## src/rtl/nn_mem_pkg.sv

```systemverilog
// Shared definitions for the neural-net memory sequencers: loader state
// encoding, default word width and modulo-DEPTH address increment.
package nn_mem_pkg;

    localparam int DEFAULT_BIT_SIZE = 16;

    typedef enum logic [1:0] {
        IDLE  = 2'd0,
        LOAD  = 2'd1,
        DRAIN = 2'd2,
        DONE  = 2'd3
    } loader_state_t;

    // Wraps to 0 after depth-1, so non-power-of-two depths stay in range.
    function automatic int unsigned next_addr(input int unsigned addr, input int unsigned depth);
        return (addr == depth - 1) ? 0 : addr + 1;
    endfunction

endpackage

```

## src/rtl/memory_loader.sv

```systemverilog
// Write sequencer for memory_cell: latches a (base, length) command, then turns
// each accepted stream word into a registered write strobe, address and data.
module memory_loader
    import nn_mem_pkg::*;
#(
    parameter int DEPTH    = 2,
    parameter int BIT_SIZE = DEFAULT_BIT_SIZE
) (
    input  logic                      clk,
    input  logic                      rst_n,
    input  logic                      start,
    input  logic [$clog2(DEPTH)-1:0]  base_addr,
    input  logic [$clog2(DEPTH):0]    length,
    input  logic                      in_valid,
    input  logic [BIT_SIZE-1:0]       in_data,
    output logic                      in_ready,
    output logic                      mem_write_enable,
    output logic [$clog2(DEPTH)-1:0]  mem_addr,
    output logic [BIT_SIZE-1:0]       mem_data_in,
    output logic                      busy,
    output logic                      done
);

    localparam int AW = $clog2(DEPTH);
    localparam int LW = $clog2(DEPTH) + 1;

    localparam logic [1:0] ST_IDLE  = 2'(IDLE);
    localparam logic [1:0] ST_LOAD  = 2'(LOAD);
    localparam logic [1:0] ST_DRAIN = 2'(DRAIN);
    localparam logic [1:0] ST_DONE  = 2'(DONE);

    // Stream handshake: a word transfers at a rising edge where in_valid and
    // in_ready are both high; in_ready depends only on state, never on in_valid.

    logic [1:0]    state;
    logic [AW-1:0] addr_cnt;
    logic [LW-1:0] remaining;
    logic [LW-1:0] len_clamped;

    assign len_clamped = (length > LW'(DEPTH)) ? LW'(DEPTH) : length;

    assign in_ready = (state == ST_LOAD);
    assign busy     = (state == ST_LOAD) || (state == ST_DRAIN);
    assign done     = (state == ST_DONE);

    always_ff @(posedge clk) begin
        if (!rst_n) begin
            state            <= ST_IDLE;
            addr_cnt         <= '0;
            remaining        <= '0;
            mem_write_enable <= 1'b0;
            mem_addr         <= '0;
            mem_data_in      <= '0;
        end else begin
            case (state)
                ST_IDLE: begin
                    mem_write_enable <= 1'b0;
                    if (start) begin
                        if (len_clamped == '0) begin
                            state <= ST_DONE;
                        end else begin
                            addr_cnt  <= base_addr;
                            remaining <= len_clamped;
                            state     <= ST_LOAD;
                        end
                    end
                end
                ST_LOAD: begin
                    if (in_valid) begin
                        mem_write_enable <= 1'b1;
                        mem_addr         <= addr_cnt;
                        mem_data_in      <= in_data;
                        addr_cnt         <= AW'(next_addr(32'(addr_cnt), 32'(DEPTH)));
                        remaining        <= remaining - LW'(1);
                        if (remaining == LW'(1)) begin
                            state <= ST_DRAIN;
                        end
                    end else begin
                        mem_write_enable <= 1'b0;
                    end
                end
                // Last strobe is on the port this cycle; memory_cell commits it now.
                ST_DRAIN: begin
                    mem_write_enable <= 1'b0;
                    state            <= ST_DONE;
                end
                default: begin
                    mem_write_enable <= 1'b0;
                    state            <= ST_IDLE;
                end
            endcase
        end
    end

endmodule

```

## config.mk

```make
export PLATFORM = sky130hd
export DESIGN_NAME = memory_loader
export DESIGN_NICKNAME = d
export VERILOG_FILES = /design/src/rtl/nn_mem_pkg.sv /design/src/rtl/memory_loader.sv
export SDC_FILE = /design/constraint.sdc
export NUM_CORES = 1
export LEC_CHECK = 0
export ABC_AREA = 1
export CORE_UTILIZATION = 45
export CTS_BUF_LIST = sky130_fd_sc_hd__clkbuf_4 sky130_fd_sc_hd__clkbuf_8
export DETAILED_ROUTE_END_ITERATION = 10
export DONT_BUFFER_PORTS = 1
export GPL_ROUTABILITY_DRIVEN = 0
export PLACE_DENSITY = 0.58
export SLEW_MARGIN = 20
export SYNTH_ARGS = -nofsm -noshare
export SYNTH_HDL_FRONTEND = slang
export SYNTH_SLANG_ARGS = --single-unit
```

## constraint.sdc

```tcl
create_clock -name clk -period 3 [get_ports clk]
set_clock_uncertainty 0.1 [all_clocks]
set_input_delay 0.15 -clock clk [delete_from_list [all_inputs] [get_ports clk]]
set_output_delay 0.15 -clock clk [all_outputs]
set_load 0.01 [all_outputs]
```

[Yosys cells after proc, flatten, opt, wreduce, memory -nomap -nowiden]
Cells that the tools add are included.
Storage, ports and cells
  bits in registers: 23
  input port bits: 23
  word-level logic and storage cells: 41
Cells by class
  add/subtract/negate cells: 2
  eq/ne operators: 8
  mux-type cells: 16
  $lt $le $gt $ge: 1
  reductions and logical operators: 8
Operators with widths (count)
  $mux 2: 8
  $ne 2x2->1 const B: 3
  $pmux 2 s3: 1
  $mux 1: 5
  $eq 2x1->1 const B: 2
  $eq 2x2->1 const B: 2
  $logic_not 2->1: 2
  $pmux 2 s2: 1
  $reduce_and 2->1: 2
  $reduce_and 4->1: 1
  $reduce_and 3->1: 1
  $gt 2x2->1 const B: 1
  $ne 2x1->1 const B: 1
  $pmux 1 s2: 1
  $reduce_bool 2->1: 1
  $sub 2x1->2 const B: 1
  $add 1x1->1 const B: 1
  $logic_or 1x1->1: 1

[Longest topological paths before layout]
Gate-level depths: netlist (run 1).
  word-level depth: 6
  mapped depth: 9
  depth with buffers taken out: 9

[Worst setup path after synthesis (run 1)]
Ideal clock, no wire load.
  path kind: reg-to-reg
  start: register state[1]
  end: register state[1]
  clock period less this slack: 1337 ps
  data arrival time: 1121 ps
  path slack: 1663 ps
  cell stages (with the launch flop): 9
  path through: dfxtp_1 -> inv_1 -> ha_1 -> nand2_1 -> nand2_2 -> inv_1 -> nand2_1 -> nand2_1 -> a21oi_1
On the way
  cells in the longest elaborated chain, start to end: 3
  elaborated cells on any way between the ends: 8
  those cells by class: eq/ne: 5; mux: 1; reduce/logical: 2
RTL lines
  from (decl): RTL line memory_loader.sv:35  | logic [1:0] state;
  from (signal assigned): RTL line memory_loader.sv:48  | state <= ST_IDLE;
  from (signal assigned): RTL line memory_loader.sv:60  | state <= ST_DONE;
  from (signal assigned): RTL line memory_loader.sv:64  | state <= ST_LOAD;
  $eq 2x1->1 *
  net in_ready: RTL line memory_loader.sv:16  | output logic in_ready,
  $ne 2x1->1 (no source line) or $ne 2x2->1 (tied branches)
  $reduce_and 3->1 (no source line)
Mark *: on every way through the listed nets, which the timed path passes. The rest lies on a longest branch.
A chain may end at the register's enable or synchronous reset.

[Worst setup path after layout (run 1)]
  start: register state[0]
  end: register remaining[0]
On the way
  cells in the longest elaborated chain, start to end: 3
  elaborated cells on any way between the ends: 8
  those cells by class: eq/ne: 4; mux: 1; reduce/logical: 3
RTL lines
  $eq 2x1->1 or $logic_not 2->1 (tied branches): RTL line memory_loader.sv:55  | case (state)
  $ne 2x2->1 (no source line) or $reduce_bool 2->1 (tied branches)
  $reduce_and 4->1 (no source line)
  to (signal assigned): RTL line memory_loader.sv:63  | remaining <= len_clamped;
  to (signal assigned): RTL line memory_loader.sv:74  | remaining <= remaining - LW'(1);
  to (decl): RTL line memory_loader.sv:37  | logic [LW-1:0] remaining;
Several ways; a longest one is shown, not always the timed one.

==> out/results.tsv, run 1 <==
metric	value	unit
post-cts sizing count	0	
peak supply drop	0.493	mV
Rel. slew slack	56.6	%
post-synth design cell area	0.00104	mm^2
most frequent cells in the layout	nor2_1 (45), dfxtp_1 (23), nand2_1 (19)	
Routed Antenna Nets	0	
worst slew pin tran	0.648	ns
Synth area leader	dfxtp_1	
post-synthesis instance total	144	
Setup crit start kind	flip-flop	
Worst Hold Depth	2	
RSZ-0062 raised after global routing	no	
CTS tree	done	
largest cells by area after synthesis	dfxtp_1 (44%), nor2_1 (16%), o21ai_0 (8.7%)	
post-synth top area share	44.3	%
commonest non-fill, non-tap cell in the layout	nor2_1	
Setup Buffers After CTS	0	
Avg WL per Cell	11.8	um
1st-iter DRT viols	7	
IO Count	44	
die span in x	50.1	um
die height	50.1	um
vias per inst	4.69	
number of distinct library cells after synthesis	18	
pwr/cell area	808	mW/mm^2
fin worst setup slack	1.49	ns
Crit. path cell count	8	
Place WS	1.52	ns
Crit. Startpoint	state[0]	
detailed placement HPWL	1400	um
DRC violations left	0	
vias after detailed routing	886	
placement row count	17	
FF-to-FF setup slack	1.49	ns
worst-case clock buffer depth	2	
cell at the slowest stage of the critical path	dfxtp_1	
Fill cells	209	
total gr overflow	0	
Final Util	57.1	%
CP Class	flip-flop to flip-flop	
slowest stage delay, CP	0.47	ns
largest net degree at the start of global routing	22	
cts-stage hold buffer count	17	
Placement Cell Area	0.00105	mm^2
outcome	finished, final reports clean	
LEAKAGE	0.560	nW
htree depth	1	
sequential area share after synthesis	44.3	%
total CTS buffers	3	
GRT Overall Usage	19.3	%
WP buf/inv	2	
TNS Setup	0	ns
Reg-to-Reg End	remaining[0]	
Final Setup Violations	0	
crit path cell chain	inv_1 -> ha_1 -> nand2_1 -> nand2_2 -> inv_1 -> nand3_1 -> nand2_1 -> nor2_1	
antenna cells	0	
CTS root buf	clkbuf_4	
clk sinks	23	
CP Capture Point	remaining[0]	
final WL	2240	um
Initial DRT Pass Iterations	4	
number of global-route vias before repair	897	
first-pass GRT wire length	3660	um
crit path time final	1.51	ns
syn_nets	174	
Initial Utilization	47.5	%
reg2reg start	state[0]	
Final period util	50.4	%
Crit path arrival time	1.62	ns
antenna violations before repair	0	
Die ar.	0.00251	mm^2
fin area	0.00125	mm^2
Max Cap Viol	0	
share of cells above drive strength 1	5.59	%
final net count	192	
Worst-Skew Late Latency	0.30	ns
Yosys Warn Count	0	
CP Capture Type	flip-flop	
Avg Cell Area, Syn	7.22	um^2
number of hold violations in the final report	0	
f_max	0.661	GHz
max-slew violations	0	
area delta synth->final	20.3	%
Core ar.	0.00219	mm^2
clock slew at reported path FFs	0.12	ns
Crit path max-delay family	flip-flops	
crit path max fanout	6	
Buffers on Ports	0	
CP required	3.11	ns
worst hold path class	input pin to flip-flop	
R2R depth	8	
post-synthesis register bit count	23	
[per-stage QoR]
stage | cells | total power, mW | hold slack (ns)
global placement | 168 | 0.841 | 0.176
global route | 189 | 1.11 | 0.0106
detailed placement | 168 | 0.854 | 0.178
finish | 189 | 1.01 | 0.0139
floorplan | 144 | 0.788 | 0.200
CTS | 189 | 1.02 | 0.00468
[synth_stat cells]
master / instances
clkbuf_1: 2
nor2_2: 1
ha_1: 7
a21oi_1: 2
buf_6: 1
o21a_1: 1
nand2_1: 19
a21oi_2: 1
o21ai_1: 1
dfxtp_1: 23
inv_1: 15
nor2_1: 45
nand2_4: 1
clkbuf_2: 1
nand3_1: 4
nand2_2: 1
inv_4: 1
o21ai_0: 18
[per-layer routing]
layer	up-vias	track usage, %	part of all wire (%)
met4	0	4.29	0.63
met3	2	7.41	6.7
met2	29	35.3	49
met5	-	0	0
li1	479	-	-
met1	376	20.3	44
[power breakdown]
group / total (mW) / switching, mW / internal (mW)
clock network: 0.146 / 0.0854 / 0.0609
registers: 0.469 / 0.0826 / 0.386
logic: 0.396 / 0.242 / 0.154
total: 1.01 / 0.410 / 0.601
[flip-flops by register name, summed over array words and instances (netlist names)]
name and count:
state 2, mem_addr 1, remaining 2, mem_data_in 16, addr_cnt 1, mem_write_enable 1
[area by class of cell]
type / instances / area [um^2] / area share [%]
multi-input combinational: 101 / 493 / 39.4
sequential: 23 / 460 / 36.8
timing repair buffer: 17 / 170 / 13.6
inverter: 16 / 62.6 / 5.00
tap: 28 / 35.0 / 2.80
clock buffer: 4 / 30.0 / 2.40
[worst register-to-register path, cell delays in order (launching register included)]
cell	delay (ns)
dfxtp_1	0.47
inv_1	0.10
ha_1	0.26
nand2_1	0.10
nand2_2	0.07
inv_1	0.11
nand3_1	0.10
nand2_1	0.07
nor2_1	0.04
[logic make-up (layout without fill, tap and decap cells)]
logic type	after synthesis	in the layout	synth area share (%)
compound gates	23	23	11.7
fa+ha+maj	7	7	8.42
buf+inv	20	37	8.30
flops	23	23	44.3
simple gates	71	71	27.3
[worst min-delay path by stage]
stage	from	end
2_1_floorplan	rst_n	mem_write_enable
3_3_place_gp	rst_n	addr_cnt
3_5_place_dp	rst_n	addr_cnt
4_1_cts	in_valid	mem_write_enable
5_1_grt	in_valid	mem_write_enable
6_report	in_valid	mem_write_enable
Power figures use the tool's default switching activity.
==> run 2, diff against run 1 <==
--- a/config.mk
+++ b/config.mk
@@ -11,7 +11,7 @@
 export DETAILED_ROUTE_END_ITERATION = 10
 export DONT_BUFFER_PORTS = 1
 export GPL_ROUTABILITY_DRIVEN = 0
-export PLACE_DENSITY = 0.58
+export PLACE_DENSITY = 0.6
 export SLEW_MARGIN = 20
 export SYNTH_ARGS = -nofsm -noshare
 export SYNTH_HDL_FRONTEND = slang
==> constraint.sdc (replaced) <==
create_clock -name clk -period 1.39 [get_ports clk]
set_clock_uncertainty 0.1 [all_clocks]
set_input_delay 0.0695 -clock clk [delete_from_list [all_inputs] [get_ports clk]]
set_output_delay 0.0695 -clock clk [all_outputs]
set_load 0.01 [all_outputs]
==> out/results.tsv, run 2 (synthesis gave the netlist of run 1 again) <==
metric	value	unit	change
Top reg by flops	mem_data_in		
vias after detailed routing	940		+6.1%
Routed Antenna Nets	0		unchanged
IO Count	44		unchanged
largest registers	mem_data_in: 16 flops, remaining: 2 flops, state: 2 flops		
placement row count	17		unchanged
total power	2.39	mW	+140%
LEAKAGE	0.601	nW	+7.4%
Crit path arrival time	1.14	ns	-0.48 ns
worst-case clock buffer depth	2		unchanged
CP Capture Type	primary output		
largest net degree at the start of global routing	22		unchanged
final net count	200		+4.2%
met3 usage	4.01	%	-3.4 points
sw frac	40.3	%	-0.32 points
Rel. slew slack	55.6	%	-1.0 points
number of hold violations in the final report	1		+1
first-pass GRT wire length	3620	um	-1.1%
clock power share	12.8	%	-1.7 points
total CTS buffers	3		unchanged
fin area	0.00137	mm^2	+9.7%
antenna cells	0		unchanged
Final Setup Violations	0		unchanged
internal power	1.43	mW	+140%
Setup crit start kind	flip-flop		
RSZ-0062 raised after global routing	no		
final WL	2200	um	-1.7%
Place WS	-0.0108	ns	-1.54 ns
max-slew violations	0		unchanged
worst hold path class	input pin to flip-flop		
crit path time final	1.31	ns	
Buffers on Ports	0		unchanged
outcome	finished, violations left		
hold slack	-0.00383	ns	-0.0177 ns
FF/Latch Area	465	um^2	+1.1%
switching pwr	0.961	mW	+130%
htree depth	1		unchanged
Fill cells	198		-5.3%
M2 GR Usage	32.2	%	-3.1 points
Max Cap Viol	0		unchanged
share of cells above drive strength 1	13.6	%	+8.0 points
power share of the sequential group	42.6	%	-3.8 points
DRC violations left	0		unchanged
Avg WL per Cell	11.2	um	-5.7%
1st-iter DRT viols	8		+1
GR peak layer	met2		
failing checks	hold timing		
area delta synth->final	32.0	%	
peak supply drop	1.12	mV	+130%
Worst-Skew Late Latency	0.30	ns	about the same
CTS tree	done		
area of the multi-input gates	537	um^2	+8.9%
Final period util	94.5	%	
fin worst setup slack	0.0767	ns	-1.41 ns
commonest non-fill, non-tap cell in the layout	nor2_1		
FF-to-FF setup slack	0.08	ns	-1.41 ns
Die ar.	0.00251	mm^2	unchanged
max reg flops	16		unchanged
CP required	1.22	ns	-1.89 ns
CTS root buf	clkbuf_4		
clock slew at reported path FFs	0.12	ns	about the same
most frequent cells in the layout	nor2_1 (44), dfxtp_1 (21), dlygate4sd3_1 (21)		
Initial DRT Pass Iterations	4		unchanged
Final Util	62.6	%	+5.5 points
crit path max fanout	5		-1
vias per inst	4.77		+1.8%
worst slew pin tran	0.663	ns	+0.0152 ns
GRT Overall Usage	18.8	%	-0.44 points
Placement Cell Area	0.00108	mm^2	+2.9%
Core ar.	0.00219	mm^2	unchanged
pwr/cell area	1740	mW/mm^2	+120%
number of global-route vias before repair	874		-2.6%
CP Class	flip-flop to primary output		
antenna violations before repair	0		unchanged
die span in x	50.1	um	unchanged
GRT met1 Usage	22.5	%	+2.1 points
die height	50.1	um	unchanged
f_max	0.761	GHz	
clk sinks	23		unchanged
Initial Utilization	47.5	%	unchanged
total gr overflow	0		unchanged
detailed placement HPWL	1440	um	+3.2%
Combinational Power Share	44.7	%	+5.5 points
==> run 2: cell types whose count changed in the layout (fill, tap and decap cells not counted), moves of 2 or more <==
cell / previous run / this run
buf_4: 0 / 4
dfxtp_1: 23 / 21
dlygate4sd3_1: 17 / 21
ha_1: 7 / 4
ha_4: 0 / 3
inv_1: 15 / 12
inv_2: 0 / 3
==> run 2: through the flow <==
stage / hold WS (ns) / TNS (ns) / std cells
floorplan: 0.120 / 0 / 144
detailed placement: 0.102 / -0.0257 / 172
CTS: 0.0130 / 0 / 197
global route: 0.0227 / 0 / 197
finish: -0.00383 / 0 / 197
global placement: 0.0974 / 0 / 172
==> run 2: cell type report <==
class	instances	share of cell area, %
clock buffers	3	1.64
clock inverters	1	0.365
inverters	16	4.92
well taps	28	2.55
flip-flops and latches	23	33.9
multi-input cells	101	39.1
repair buffers	25	17.5
==> run 2: power groups by stage <==
stage / clock network, mW / registers (mW) / logic (mW)
2_1_floorplan: 0 / 0.994 / 0.707
3_3_place_gp: 0 / 1.01 / 0.882
3_5_place_dp: 0 / 1.01 / 0.912
4_1_cts: 0.312 / 0.998 / 0.979
5_1_grt: 0.348 / 1.04 / 1.21
6_report: 0.304 / 1.02 / 1.07
==> run 2: worst max-delay path, stage by stage (launching register included) <==
cell     delay [ns]
dfxtp_4        0.41
inv_2          0.06
ha_4           0.23
buf_4          0.14
==> run 2: metal layers <==
layer  share of wire, %  vias to the layer above
met2                 51                       24
met4               0.64                        0
met5                  0                        -
li1                   -                      493
met3                5.5                        2
met1                 43                      421
==> run 2: timing repair <==
action,4_1_cts,5_1_grt
setup buffers,0,0
hold buffers,21,0
pin swaps,0,0
hold endpoints to repair,23,0
endpoints found under the setup margin,23,22
gates resized for setup,4,13
==> run 2: path summary, 6_finish.rpt <==
| check | startpoint | endpoint | cells past startpoint |
|---|---|---|---|
| hold / removal | length[0] | remaining[0] | 5 |
| setup reg to reg | state[1] | state[1] | 8 |
| hold reg to reg | remaining[1] | remaining[1] | 2 |
| setup / recovery | state[0] | busy | 3 |
